==> config.mk <==
export PLATFORM = sky130hd
export DESIGN_NAME = cp0_ctrl
export DESIGN_NICKNAME = d
export VERILOG_FILES = /design/src/rtl/cp0_ctrl_pkg.sv /design/src/rtl/cp0_timer.sv /design/src/rtl/cp0_ctrl.sv
export SDC_FILE = /design/constraint.sdc
export NUM_CORES = 1
export LEC_CHECK = 0
export BUFFER_PORTS_ARGS = -buffer_cell sky130_fd_sc_hd__buf_2
export CAP_MARGIN = 10
export CORE_ASPECT_RATIO = 0.5
export CORE_UTILIZATION = 35
export CTS_CLUSTER_DIAMETER = 80
export CTS_CLUSTER_SIZE = 40
export DETAILED_ROUTE_END_ITERATION = 12
export REMOVE_ABC_BUFFERS = 1
export SLEW_MARGIN = 20
export SYNTH_ARGS = -nofsm -noshare
export SYNTH_HDL_FRONTEND = slang
export SYNTH_SLANG_ARGS = --single-unit
==> constraint.sdc <==
create_clock -name clk -period 3.75 [get_ports clk]
set_clock_uncertainty 0.1 [all_clocks]
set_input_delay 0.375 -clock clk [delete_from_list [all_inputs] [get_ports clk]]
set_output_delay 0.375 -clock clk [all_outputs]
set_load 0.02 [all_outputs]
==> src/rtl/cp0_ctrl_pkg.sv <==
// cp0_ctrl_pkg: shared definitions for the CP0 system-control block.
// Contents:
//   - CR_*   : CP0 register addresses as {rd[4:0], sel[2:0]}
//   - EX_*   : exception codes
//   - ST_* / CA_* : Status and Cause bit positions
//   - WB_CP0_BUS_W : width of the WB-to-CP0 exception bus
//   - is_addr_err() : identifies the exception codes that capture BadVAddr
package cp0_ctrl_pkg;

    // Register addresses, sel field always 0 for implemented registers
    localparam logic [7:0] CR_BADVADDR = {5'd8,  3'd0};
    localparam logic [7:0] CR_COUNT    = {5'd9,  3'd0};
    localparam logic [7:0] CR_COMPARE  = {5'd11, 3'd0};
    localparam logic [7:0] CR_STATUS   = {5'd12, 3'd0};
    localparam logic [7:0] CR_CAUSE    = {5'd13, 3'd0};
    localparam logic [7:0] CR_EPC      = {5'd14, 3'd0};

    // Exception codes
    localparam logic [4:0] EX_INT  = 5'd0;
    localparam logic [4:0] EX_ADEL = 5'd4;
    localparam logic [4:0] EX_ADES = 5'd5;
    localparam logic [4:0] EX_SYS  = 5'd8;
    localparam logic [4:0] EX_BP   = 5'd9;
    localparam logic [4:0] EX_RI   = 5'd10;
    localparam logic [4:0] EX_OV   = 5'd12;

    // Status bit positions
    localparam int ST_IE     = 0;
    localparam int ST_EXL    = 1;
    localparam int ST_IM_LO  = 8;
    localparam int ST_IM_HI  = 15;
    localparam int ST_BEV    = 22;

    // Cause bit positions
    localparam int CA_EXC_LO = 2;
    localparam int CA_EXC_HI = 6;
    localparam int CA_IP_LO  = 8;
    localparam int CA_IP_HI  = 15;
    localparam int CA_TI     = 30;
    localparam int CA_BD     = 31;

    // wb_ex + wb_excode + wb_badvaddr + wb_bd + wb_pc
    localparam int WB_CP0_BUS_W = 1 + 5 + 32 + 1 + 32;

    // Address-error exceptions are the only ones that update BadVAddr
    function automatic logic is_addr_err(input logic [4:0] code);
        return (code == EX_ADEL) || (code == EX_ADES);
    endfunction

endpackage

==> src/rtl/cp0_timer.sv <==
// cp0_timer: Count/Compare timer with clock divider and timer-interrupt flag.
// Ports:
//   clk, resetn     : clock, synchronous active-low reset
//   count_we        : load Count from wdata (also restarts the divider)
//   compare_we      : load Compare from wdata (also clears TI)
//   wdata           : write data for both registers
//   count, compare  : current register values
//   ti              : timer interrupt flag (sticky until a Compare write)
module cp0_timer
    import cp0_ctrl_pkg::*;
#(
    parameter int COUNT_DIV = 2
) (
    input  logic        clk,
    input  logic        resetn,
    input  logic        count_we,
    input  logic        compare_we,
    input  logic [31:0] wdata,
    output logic [31:0] count,
    output logic [31:0] compare,
    output logic        ti
);

    // A 1-bit divider is kept even for COUNT_DIV=1; it then stays at 0
    localparam int DIV_W = (COUNT_DIV > 1) ? $clog2(COUNT_DIV) : 1;
    localparam logic [DIV_W-1:0] DIV_LAST = DIV_W'(COUNT_DIV - 1);
    localparam logic [DIV_W-1:0] DIV_ONE  = DIV_W'(1);

    logic [DIV_W-1:0] div_r;
    logic [31:0]      count_r;
    logic [31:0]      compare_r;
    logic             ti_r;
    logic             tick_s;

    assign tick_s = (div_r == DIV_LAST);

    // Divider, Count, Compare and TI state
    always_ff @(posedge clk) begin
        if (!resetn) begin
            div_r     <= {DIV_W{1'b0}};
            count_r   <= 32'd0;
            compare_r <= 32'd0;
            ti_r      <= 1'b0;
        end else begin
            if (count_we) begin
                count_r <= wdata;
                div_r   <= {DIV_W{1'b0}};
            end else if (tick_s) begin
                count_r <= count_r + 32'd1;
                div_r   <= {DIV_W{1'b0}};
            end else begin
                div_r   <= div_r + DIV_ONE;
            end

            // Compare write clears TI and takes precedence over a match
            if (compare_we) begin
                compare_r <= wdata;
                ti_r      <= 1'b0;
            end else if (count_r == compare_r) begin
                ti_r      <= 1'b1;
            end
        end
    end

    assign count   = count_r;
    assign compare = compare_r;
    assign ti      = ti_r;

endmodule

==> src/rtl/cp0_ctrl.sv <==
// cp0_ctrl: CP0 system-control block (BadVAddr, Count, Compare, Status,
// Cause, EPC) sitting beside the WB stage.
// Ports:
//   clk, resetn        : clock, synchronous active-low reset
//   ext_int_in         : level-sensitive hardware interrupt lines
//   wb_ex, wb_excode, wb_badvaddr, wb_bd, wb_pc : exception commit from WB
//   eret_flush         : ERET commits this cycle
//   mtc0_we, c0_addr, c0_wdata : MTC0 write port ({rd, sel} address)
//   c0_rdata           : MFC0 read data (combinational, no forwarding)
//   epc_out            : ERET target
//   ex_entry           : exception vector
//   int_req            : registered interrupt request
module cp0_ctrl
    import cp0_ctrl_pkg::*;
#(
    parameter int          EXT_INT_W = 6,
    parameter int          COUNT_DIV = 2,
    parameter logic [31:0] EBASE     = 32'h8000_0000,
    parameter bit          BEV_RST   = 1'b1
) (
    input  logic                 clk,
    input  logic                 resetn,
    input  logic [EXT_INT_W-1:0] ext_int_in,
    input  logic                 wb_ex,
    input  logic [4:0]           wb_excode,
    input  logic [31:0]          wb_badvaddr,
    input  logic                 wb_bd,
    input  logic [31:0]          wb_pc,
    input  logic                 eret_flush,
    input  logic                 mtc0_we,
    input  logic [7:0]           c0_addr,
    input  logic [31:0]          c0_wdata,
    output logic [31:0]          c0_rdata,
    output logic [31:0]          epc_out,
    output logic [31:0]          ex_entry,
    output logic                 int_req
);

    // Status fields
    logic        bev_r;
    logic [7:0]  im_r;
    logic        exl_r;
    logic        ie_r;
    // Cause fields
    logic        bd_r;
    logic [7:2]  ip_hw_r;
    logic [1:0]  ip_sw_r;
    logic [4:0]  excode_r;
    // Other registers
    logic [31:0] badvaddr_r;
    logic [31:0] epc_r;
    logic        int_req_r;

    logic        mtc0_ok_s;
    logic        count_we_s;
    logic        compare_we_s;
    logic [31:0] count_s;
    logic [31:0] compare_s;
    logic        ti_s;
    logic [5:0]  ext_pad_s;
    logic [7:2]  ip_hw_next_s;
    logic [7:0]  ip_s;
    logic        int_req_next_s;
    logic [31:0] status_s;
    logic [31:0] cause_s;

    // An MTC0 only lands when neither an exception nor an ERET commits
    assign mtc0_ok_s    = mtc0_we & ~wb_ex & ~eret_flush;
    assign count_we_s   = mtc0_ok_s & (c0_addr == CR_COUNT);
    assign compare_we_s = mtc0_ok_s & (c0_addr == CR_COMPARE);

    cp0_timer #(
        .COUNT_DIV (COUNT_DIV)
    ) u_timer (
        .clk        (clk),
        .resetn     (resetn),
        .count_we   (count_we_s),
        .compare_we (compare_we_s),
        .wdata      (c0_wdata),
        .count      (count_s),
        .compare    (compare_s),
        .ti         (ti_s)
    );

    // Zero-extend the external lines to the full six IP[7:2] slots
    always_comb begin
        ext_pad_s = 6'd0;
        for (int i = 0; i < EXT_INT_W; i++) begin
            ext_pad_s[i] = ext_int_in[i];
        end
    end

    assign ip_hw_next_s   = {ext_pad_s[5] | ti_s, ext_pad_s[4:0]};
    assign ip_s           = {ip_hw_r, ip_sw_r};
    assign int_req_next_s = ie_r & ~exl_r & (|(ip_s & im_r));

    // Architectural register updates: wb_ex > eret_flush > mtc0_we
    always_ff @(posedge clk) begin
        if (!resetn) begin
            bev_r      <= BEV_RST;
            im_r       <= 8'd0;
            exl_r      <= 1'b0;
            ie_r       <= 1'b0;
            bd_r       <= 1'b0;
            ip_hw_r    <= 6'd0;
            ip_sw_r    <= 2'd0;
            excode_r   <= 5'd0;
            badvaddr_r <= 32'd0;
            epc_r      <= 32'd0;
            int_req_r  <= 1'b0;
        end else begin
            ip_hw_r   <= ip_hw_next_s;
            int_req_r <= int_req_next_s;

            if (wb_ex) begin
                exl_r    <= 1'b1;
                excode_r <= wb_excode;
                // A nested exception keeps the original return point
                if (!exl_r) begin
                    epc_r <= wb_bd ? (wb_pc - 32'd4) : wb_pc;
                    bd_r  <= wb_bd;
                end
                if (is_addr_err(wb_excode)) begin
                    badvaddr_r <= wb_badvaddr;
                end
            end else if (eret_flush) begin
                exl_r <= 1'b0;
            end else if (mtc0_we) begin
                case (c0_addr)
                    CR_STATUS: begin
                        bev_r <= c0_wdata[ST_BEV];
                        im_r  <= c0_wdata[ST_IM_HI:ST_IM_LO];
                        exl_r <= c0_wdata[ST_EXL];
                        ie_r  <= c0_wdata[ST_IE];
                    end
                    CR_CAUSE: begin
                        ip_sw_r <= c0_wdata[CA_IP_LO+1:CA_IP_LO];
                    end
                    CR_EPC: begin
                        epc_r <= c0_wdata;
                    end
                    default: begin
                        // Count/Compare handled in the timer; others read-only
                    end
                endcase
            end
        end
    end

    assign status_s = {9'd0, bev_r, 6'd0, im_r, 6'd0, exl_r, ie_r};
    assign cause_s  = {bd_r, ti_s, 14'd0, ip_s, 1'b0, excode_r, 2'd0};

    // MFC0 read mux, current state only
    always_comb begin
        c0_rdata = 32'd0;
        case (c0_addr)
            CR_BADVADDR: c0_rdata = badvaddr_r;
            CR_COUNT:    c0_rdata = count_s;
            CR_COMPARE:  c0_rdata = compare_s;
            CR_STATUS:   c0_rdata = status_s;
            CR_CAUSE:    c0_rdata = cause_s;
            CR_EPC:      c0_rdata = epc_r;
            default:     c0_rdata = 32'd0;
        endcase
    end

    assign epc_out  = epc_r;
    assign ex_entry = bev_r ? 32'hBFC0_0380 : (EBASE + 32'h0000_0180);
    assign int_req  = int_req_r;

endmodule
## After elaboration in Yosys (flattened, before gate mapping)

Index checks and enable logic that the tools add are counted.
W data, S select, Z words.

| storage, ports and cells | value |
|---|---|
| flip-flop bits (word level) | 156 |
| bits in latches | 0 |
| bits in writable memories | 0 |
| ROM bits | 0 |
| input bits | 121 |
| output and inout bits | 97 |
| word-level logic and storage cells | 70 |
| memories | 0 |

| operators by class | value |
|---|---|
| add/subtract/negate cells | 3 |
| $mul | 0 |
| div/mod/pow operators | 0 |
| $lt $le $gt $ge | 0 |
| equal/unequal tests | 11 |
| shift operators | 0 |
| mux-type cells | 14 |
| bitwise gates (word level) | 12 |
| reduce and logical (&&, ||, !) cells | 15 |

Operators with widths:

| operator | count |
|---|---|
| $mux W32 | 8 |
| $pmux W32 S6 | 1 |
| $eq A8 B7 Y1 const B | 6 |
| $add A32 B1 Y32 const B | 1 |
| $eq A32 B32 Y1 | 1 |
| $sub A32 B3 Y32 const B | 1 |
| $mux W30 | 1 |
| $reduce_and A4 Y1 | 3 |
| $eq A5 B3 Y1 const B | 2 |
| $and A8 B8 Y8 | 1 |
| $reduce_or A8 Y1 | 1 |
| $and A1 B1 Y1 | 6 |
| $reduce_and A2 Y1 | 3 |
| $reduce_bool A2 Y1 | 3 |
| $reduce_bool A3 Y1 | 2 |
| $mux W1 | 4 |
| $ne A2 B2 Y1 const B | 2 |
| $not A1 Y1 | 4 |
| $reduce_or A3 Y1 | 1 |
| $reduce_or A2 Y1 | 1 |
| $add A1 B1 Y1 const B | 1 |
| $logic_or A1 B1 Y1 | 1 |
| $or A1 B1 Y1 | 1 |

## Depth between registers and ports, before layout

Gate-level depths: netlist of run 1.

| depth | value |
|---|---|
| depth after elaboration | 5 |
| depth in mapped cells | 10 |
| depth with buffers taken out | 8 |

## Cells and area by module

A second synthesis of run 1 with hierarchy kept.

| unflattened totals | value |
|---|---|
| cells, all modules | 1061 |
| area, all modules | 8764.7 um2 |

By module, submodules not included:

| module | times used | cells each | area an instance (um2) | seq. area each (um2) |
|---|---|---|---|---|
| cp0_ctrl | 1 | 702 | 5470.2 | 1801.7 |
| cp0_timer | 1 | 359 | 3294.4 | 1321.3 |

## Worst setup path before layout of run 1

Ideal clock, no wire load.

| timing path | value |
|---|---|
| path kind | input port to output port |
| from | in c0_addr[1] |
| to | out c0_rdata[19] |
| arrival time | 2507 ps |
| required time | 3275 ps |
| path slack | 768 ps |
| stages | 6 |
| buffers on the path | 2 |
| cells stage by stage | or4_1 -> or3b_2 -> clkbuf_1 -> nor3_1 -> clkbuf_1 -> a221o_1 |

| on the way | value |
|---|---|
| cells in the longest elaborated chain, start to end | 2 |
| elaborated cells between the ends (all ways) | 7 |
| classes of those cells | eq/ne: 6; mux: 1 |

Ends and longest elaborated chain:

| what | RTL line | text |
|---|---|---|
| start, declared | cp0_ctrl.sv:31 | `input logic [7:0] c0_addr,` |
| $eq A8 B7 Y1 | cp0_ctrl.sv:156 | `case (c0_addr)` |
| $pmux W32 S6 * | cp0_ctrl.sv:156 |  |
| end, declared | cp0_ctrl.sv:33 | `output logic [31:0] c0_rdata,` |

Every way passes the cells marked *; elsewhere a longest branch is shown, timed or not.

## Worst setup path in the final report of run 1

| timing path | value |
|---|---|
| from | in c0_addr[1] |
| to | out c0_rdata[20] |

The elaborated chain is that of the path after synthesis.

==> metrics.csv, run 1 <==
stage,metric,value,unit
setup_path,Startpoint Class,input pin,
placed_design,dpl hpwl,23400,um
power_and_ir_drop,Pint,2.85,mW
timing,Worst-Margin Slew,0.988,ns
clock_tree,Num CTS Buffers,17,
timing,final hold violations,0,
drt,Detailed Route Iter0 Violations,909,
final_layout,"commonest cells after routing, fill and taps aside","nand2_1 (208), buf_2 (194), dfxtp_1 (156)",
setup_path,WP buf/inv,3,
clock_tree,CTS tree,yes,
final_layout,nets@finish,1359,
power_and_ir_drop,sw frac,26.3,%
timing,Max Slew Vio Count,0,
setup_path,WP data arrival,2.52,ns
setup_path,"most used cell, CP",buf_2,
setup_path,Worst EP required,3.27,ns
clock_tree,CTS H-Tree Depth,4,
synthesis,post-synthesis sequential area ratio,37.2,%
grt,grt ovf,0,
power_and_ir_drop,power per cell area,380,nW/um2
clock_tree,Post-CTS Repair Setup Buffers,0,
drt,drt first pass iters,5,
final_layout,Layout Area Growth over Synthesis,21.3,%
grt,total track usage,25.3,%
setup_path,flop2flop setup slack,1.53,ns
floorplan,I/O pins,218,
placed_design,Placed Cells,1524,
drt,Routed WL,31700,um
synthesis,Gate Count Post-Synth,1079,
floorplan,core area,23200,um2
final_layout,layout cells sized above 1,23.0,%
setup_path,CP max-delay cell,or3b_2,
drt,antenna-violating nets left,0,
placed_design,pre-CTS setup slack,0.763,ns
flow_run,max_cap viols,0,
synthesis,synthesized area,8390,um2
clock_tree,clock buffer depth,2,
timing,Max Fclk,334,MHz
final_layout,Post-Layout Cell Count,1557,
clock_tree,post-CTS sizing,0,
power_and_ir_drop,share of power burned in registers,45.0,%
final_layout,Filler Cell Count,2351,
timing,Slew headroom,34.1,%
clock_tree,CTS Sinks,156,
floorplan,Die Width,221,um
drt,DRC Markers,0,
grt,largest net degree at the start of global routing,62,
drt,Vias/cell,5.51,
floorplan,Die Ht,112,um
grt,number of global-route vias before repair,7995,
power_and_ir_drop,Psw,1.02,mW
synthesis,"Top FF cell, synth",dfxtp_1,
timing,Setup TNS Final,0,ns
timing,RSZ-0062 raised after global routing,false,
floorplan,row count,39,
timing,Setup WS post-layout,0.752,ns
setup_path,Worst setup EP type,output port,
clock_tree,Root Buffer,clkbuf_16,
clock_tree,worst skew pair latency,0.43,ns
setup_path,cell family with most CP delay,simple AND/OR/NAND/NOR gates,
setup_path,CP peak stage delay,0.64,ns
synthesis,Syn. warnings,0,
synthesis,asr flop ratio synth,0,%
setup_path,Critical Path Fanout Max,14,
synthesis,"Avg Cell Area, Syn",7.78,um2
synthesis,number of distinct library cells after synthesis,58,
final_layout,post-layout util,43.9,%
timing,"Min Clock Period, post-route",3.00,ns
synthesis,Synth Register Bits,156,
grt,first-pass GRT wire length,47700,um
clock_tree,"Clk pin slew, worst setup/hold paths",0.07,ns
timing,Setup-failing EPs final,0,
drt,Vias,8584,
setup_path,Setup Crit Path Kind,in -> out,
grt,number of antenna violations at the first check in global routing,4,
final_layout,"most common cell after layout, fill and taps aside",nand2_1,
power_and_ir_drop,Clk pwr share,44.6,%
timing,period utilization,80.0,%
final_layout,multi-input logic area,4810,um2
hold_path,worst min-delay path category,in -> reg,
power_and_ir_drop,VDD IR-drop max,334,uV
placed_design,# port buffers,194,
floorplan,die area,24600,um2
drt,Avg WL per Cell,20.3,um
power_and_ir_drop,Total Power,3.87,mW
floorplan,Starting Density,36.2,%
final_layout,register area,3120,um2
setup_path,critical-path cell list,buf_2 -> or4_1 -> or3b_2 -> nor3_2 -> buf_4 -> a221o_1 -> buf_2,
placed_design,gpl congestion,0.940,
clock_tree,count of hold-fix buffers inserted at cts,0,
synthesis,Post-synth EDFFs,0,
power_and_ir_drop,power share of the combinational group,10.5,%
power_and_ir_drop,LEAKAGE,3.88,nW
run_status,status,finished clean,
## metrics by stage
stage / hold slack [ns] / area [um2]
2_1_floorplan: 0.332 / 7920
3_3_place_gp: 0.342 / 9600
3_5_place_dp: 0.349 / 9600
4_1_cts: 0.0325 / 10200
5_1_grt: 0.0367 / 10200
6_report: 0.0483 / 10200
## power by group through the flow
stage	logic (mW)	clock network, mW	registers, mW
floorplan	0.156	0	1.79
global placement	0.396	0	1.78
detailed placement	0.400	0	1.78
CTS	0.401	1.74	1.74
global route	0.433	1.81	1.74
finish	0.405	1.73	1.74
## cell families (layout without fill, tap and decap cells)
| logic type | after synthesis | after routing | share of synthesized area (%) |
|---|---|---|---|
| AOI/OAI and AO/OA | 275 | 275 | 20.9 |
| xor gates and xnor gates | 88 | 88 | 9.18 |
| adders and majority gates | 2 | 2 | 0.298 |
| buffers and inverters | 122 | 269 | 6.99 |
| DFF | 156 | 156 | 37.2 |
| muxes | 28 | 28 | 3.40 |
| other | 2 | 26 | 0.0895 |
| and+or+nand+nor | 406 | 406 | 22.0 |
## state kept, by name (all words and copies together) (netlist names), 2 cells and up
signal / cells
im_r: 8
epc_out: 32
badvaddr_r: 32
excode_r: 5
ip_hw_r: 6
ip_sw_r: 2
u_timer.count: 32
u_timer.compare: 32
## cell type report
| type | count | share of cell area, % |
|---|---|---|
| Antenna cell | 3 | 0.0738 |
| Clock buffer | 20 | 4.49 |
| Clock inverter | 10 | 1.16 |
| Inverter | 9 | 0.344 |
| Multi-Input combinational cell | 822 | 47.3 |
| Sequential cell | 156 | 30.7 |
| Tap cell | 307 | 3.77 |
| Timing Repair Buffer | 230 | 12.2 |
## final timing paths
path / from / end / depth (start not counted)
min: ext_int_in[2] / ip_hw_r[4] / 2
max: c0_addr[1] / c0_rdata[20] / 7
min reg2reg: badvaddr_r[19] / badvaddr_r[19] / 2
max reg2reg: u_timer.count[0] / u_timer.count[16] / 7
## cells in the mapped netlist, types with 2 or more instances
master | instances | area [um2]
a211oi_1 | 23 | 173
a21o_1 | 4 | 30.0
a21oi_1 | 108 | 541
a221o_1 | 24 | 240
a221oi_1 | 3 | 26.3
a22o_1 | 2 | 17.5
a22oi_1 | 40 | 300
a31oi_1 | 5 | 31.3
and2_1 | 7 | 43.8
and3_1 | 8 | 50.1
buf_1 | 3 | 11.3
buf_4 | 32 | 240
clkbuf_1 | 76 | 285
conb_1 | 2 | 7.51
dfxtp_1 | 156 | 3120
ha_1 | 2 | 25.0
inv_1 | 8 | 30.0
mux2_2 | 4 | 45.0
mux2i_1 | 24 | 240
nand2_1 | 209 | 785
nand2b_1 | 2 | 12.5
nand3_1 | 20 | 100
nand4_1 | 20 | 125
nor2_1 | 76 | 285
nor2b_1 | 2 | 12.5
nor3_1 | 13 | 65.1
nor3b_1 | 6 | 45.0
nor4_1 | 12 | 75.1
nor4b_1 | 3 | 26.3
nor4bb_1 | 2 | 20.0
o211ai_1 | 4 | 30.0
o21ai_0 | 46 | 230
o221ai_1 | 5 | 43.8
o22ai_1 | 3 | 18.8
o31ai_1 | 2 | 15.0
or2_2 | 4 | 25.0
or3_1 | 7 | 43.8
or3_2 | 3 | 22.5
or4_1 | 2 | 15.0
or4_4 | 2 | 22.5
or4b_2 | 2 | 20.0
xnor2_1 | 57 | 499
xor2_1 | 31 | 272
## per-layer routing
| layer | routed length (um) | GRT usage [%] | vias up |
|---|---|---|---|
| met2 | 14200 | 40.2 | 371 |
| li1 | - | - | 4057 |
| met4 | 694 | 8.39 | 0 |
| met5 | 0 | 0 | - |
| met3 | 2340 | 4.04 | 46 |
| met1 | 14400 | 34.9 | 4110 |
Note: power is estimated with default switching activity, not from simulation.
==> run 2: changes to the inputs <==
--- a/config.mk
+++ b/config.mk
@@ -5,6 +5,7 @@
 export SDC_FILE = /design/constraint.sdc
 export NUM_CORES = 1
 export LEC_CHECK = 0
+export ABC_AREA = 1
 export BUFFER_PORTS_ARGS = -buffer_cell sky130_fd_sc_hd__buf_2
 export CAP_MARGIN = 10
 export CORE_ASPECT_RATIO = 0.5
==> constraint.sdc (replaced) <==
create_clock -name clk -period 2.5 [get_ports clk]
set_clock_uncertainty 0.1 [all_clocks]
set_input_delay 0.25 -clock clk [delete_from_list [all_inputs] [get_ports clk]]
set_output_delay 0.25 -clock clk [all_outputs]
set_load 0.02 [all_outputs]
==> run 2 against run 1 <==
Compared with the run above: routed wire length up 15%; via count up 21%; global-route usage up 1.6 points; critical endpoint is now c0_rdata[23]; combinational power up 80%; largest cell class unchanged; critical path depth up 1; register-to-register slack worse by 1.2 ns; flip-flop and latch count unchanged.
==> metrics.csv, run 2 <==
stage,metric,value,unit,change
clock_tree,Root Buffer,clkbuf_16,,
timing,"Min Clock Period, post-route",2.39,ns,
grt,grt ovf,0,,unchanged
power_and_ir_drop,VDD IR-drop max,443,uV,+33%
timing,Max Fclk,418,MHz,
hold_path,worst min-delay path category,in -> reg,,
grt,largest net degree at the start of global routing,64,,+3.2%
floorplan,Die Ht,117,um,+5.3%
floorplan,row count,41,,+5.1%
clock_tree,clock buffer depth,2,,unchanged
timing,Slew headroom,38.9,%,+4.8 points
clock_tree,CTS tree,yes,,
timing,period utilization,95.7,%,
placed_design,gpl congestion,1.00,,+6.7%
drt,antenna-violating nets left,0,,unchanged
drt,Vias/cell,5.09,,-7.7%
drt,DRC Markers,0,,unchanged
final_layout,"most common cell after layout, fill and taps aside",nand2_1,,
synthesis,Gate Count Post-Synth,1479,,+37%
floorplan,Starting Density,36.3,%,+0.13 points
timing,Max Slew Vio Count,0,,unchanged
clock_tree,worst skew pair latency,0.43,ns,about the same
synthesis,"Top FF cell, synth",dfxtp_1,,
placed_design,dpl hpwl,27800,um,+19%
placed_design,Placed Cells,1968,,+29%
run_status,status,finished clean,,
setup_path,Critical Path Fanout Max,22,,+8
synthesis,synth cell count leaders,"nand2_1 (320), nor2_1 (212), dfxtp_1 (156), o21ai_0 (143), inv_1 (127)",,
drt,Detailed Route Iter0 Violations,1275,,+40%
grt,number of antenna violations at the first check in global routing,1,,-3
power_and_ir_drop,LEAKAGE,5.07,nW,+31%
floorplan,Die Width,233,um,+5.3%
floorplan,core area,25600,um2,+11%
timing,Worst-Margin Slew,0.906,ns,-0.0814 ns
drt,Avg WL per Cell,17.8,um,-12%
synthesis,post-synthesis sequential area ratio,33.5,%,-3.7 points
floorplan,die area,27300,um2,+11%
grt,first-pass GRT wire length,56300,um,+18%
final_layout,Post-Layout Cell Count,2045,,+31%
placed_design,# port buffers,194,,unchanged
timing,Hold WS,0.0309,ns,-0.0174 ns
timing,RSZ-0062 raised after global routing,false,,
timing,final hold violations,0,,unchanged
synthesis,"Avg Cell Area, Syn",6.30,um2,-19%
setup_path,Worst setup EP type,output port,,
synthesis,number of distinct library cells after synthesis,38,,-34%
setup_path,WP data arrival,2.04,ns,-0.48 ns
drt,drt first pass iters,6,,+1
final_layout,layout cells sized above 1,16.9,%,-6.1 points
synthesis,post-synth top area cell,dfxtp_1,,
drt,Vias,10400,,+21%
clock_tree,CTS Sinks,156,,unchanged
placed_design,placed instance area,10600,um2,+10%
grt,number of global-route vias before repair,9611,,+20%
synthesis,asr flop ratio synth,0,%,unchanged
synthesis,top post-synthesis cells by area,"dfxtp_1 (33%), nand2_1 (13%), nor2_1 (8.5%)",,
synthesis,Post-synth EDFFs,0,,unchanged
synthesis,post-synth top area share,33.5,%,-3.7 points
grt,total track usage,26.8,%,+1.6 points
final_layout,"commonest cells after routing, fill and taps aside","nand2_1 (320), nor2_1 (212), buf_2 (194)",,
flow_run,max_cap viols,0,,unchanged
setup_path,Worst EP required,2.15,ns,-1.12 ns
final_layout,nets@finish,1810,,+33%
final_layout,fin area,11600,um2,+14%
clock_tree,CTS H-Tree Depth,4,,unchanged
synthesis,Syn. warnings,0,,unchanged
clock_tree,Num CTS Buffers,17,,unchanged
setup_path,Startpoint Class,input pin,,
drt,Routed WL,36500,um,+15%
floorplan,I/O pins,218,,unchanged
setup_path,Setup Crit Path Kind,in -> out,,
synthesis,synthesized area,9320,um2,+11%
synthesis,Synth Register Bits,156,,unchanged
synthesis,"count leader, synth",nand2_1,,
final_layout,Layout Area Growth over Synthesis,24.5,%,
timing,Setup-failing EPs final,0,,unchanged
power_and_ir_drop,power per cell area,511,nW/um2,+34%
clock_tree,Post-CTS Repair Setup Buffers,0,,unchanged
clock_tree,"Clk pin slew, worst setup/hold paths",0.07,ns,about the same
run 2: report_power, final:
group	internal [mW]	switching [mW]	total, mW
logic	0.254	0.472	0.727
registers	2.55	0.0634	2.62
clock network	1.46	1.12	2.58
total	4.27	1.66	5.93
run 2: worst paths after layout:
check	slack (ns)	to	start	cells after the start
worst min register to register	0.36	excode_r[2]	excode_r[2]	2
worst max-delay path	0.11	c0_rdata[23]	c0_addr[1]	8
worst min-delay path	0.03	u_timer.compare[12]	c0_wdata[12]	3
worst max register to register	0.32	u_timer.count[28]	u_timer.count[1]	10
run 2: layout make-up:
class,instances,area [um2]
Fill cell,2768,14000
Inverter,135,507
Clock inverter,11,108
Clock buffer,21,470
Tap cell,344,430
Multi-Input combinational cell,1100,5190
Sequential cell,156,3120
Antenna cell,1,2.50
Timing Repair Buffer,277,1780
run 2: per-stage QoR:
step,setup WS [ns],util [%],TNS [ns],power [mW]
2_1_floorplan,-1.09,-,-62.41,2.96
3_3_place_gp,0.172,41.3,0,3.33
3_5_place_dp,0.192,41.3,0,3.33
4_1_cts,0.179,45.3,0,5.93
5_1_grt,0.0647,45.3,0,6.13
6_report,0.107,45.3,0,5.93
run 2: logic make-up (layout without fill, tap and decap cells):
logic type,count (synthesis),in the layout,share of synthesized area [%]
AND/OR/NAND/NOR,718,718,32.3
AO/OA/AOI/OAI,317,317,18.3
buffers and inverters,244,444,11.8
flip-flops,156,156,33.5
XOR/XNOR,40,40,3.76
adder cells (fa/ha/maj),2,2,0.268
other,2,24,0.0806
run 2: worst max-delay path: stages:
cell and delay (ns):
buf_2 0.12, nor4_4 0.55, buf_4 0.36, nand3_1 0.20
o21ai_0 0.21, a21oi_1 0.06, o21ai_0 0.09, buf_2 0.19
run 2: repair_timing:
| action | CTS | global route |
|---|---|---|
| setup endpoints to repair | 0 | 0 |
| hold endpoints to repair | 44 | 0 |
| hold buffers | 44 | 0 |
| gates resized for setup | 0 | 0 |
run 2: per-layer routing:
layer | vias up | routed length (um) | global-route usage [%]
met3 | 37 | 3400 | 5.74
li1 | 5211 | - | -
met2 | 402 | 14600 | 37.0
met4 | 0 | 514 | 5.96
met5 | - | 0 | 0
met1 | 4761 | 18000 | 41.5
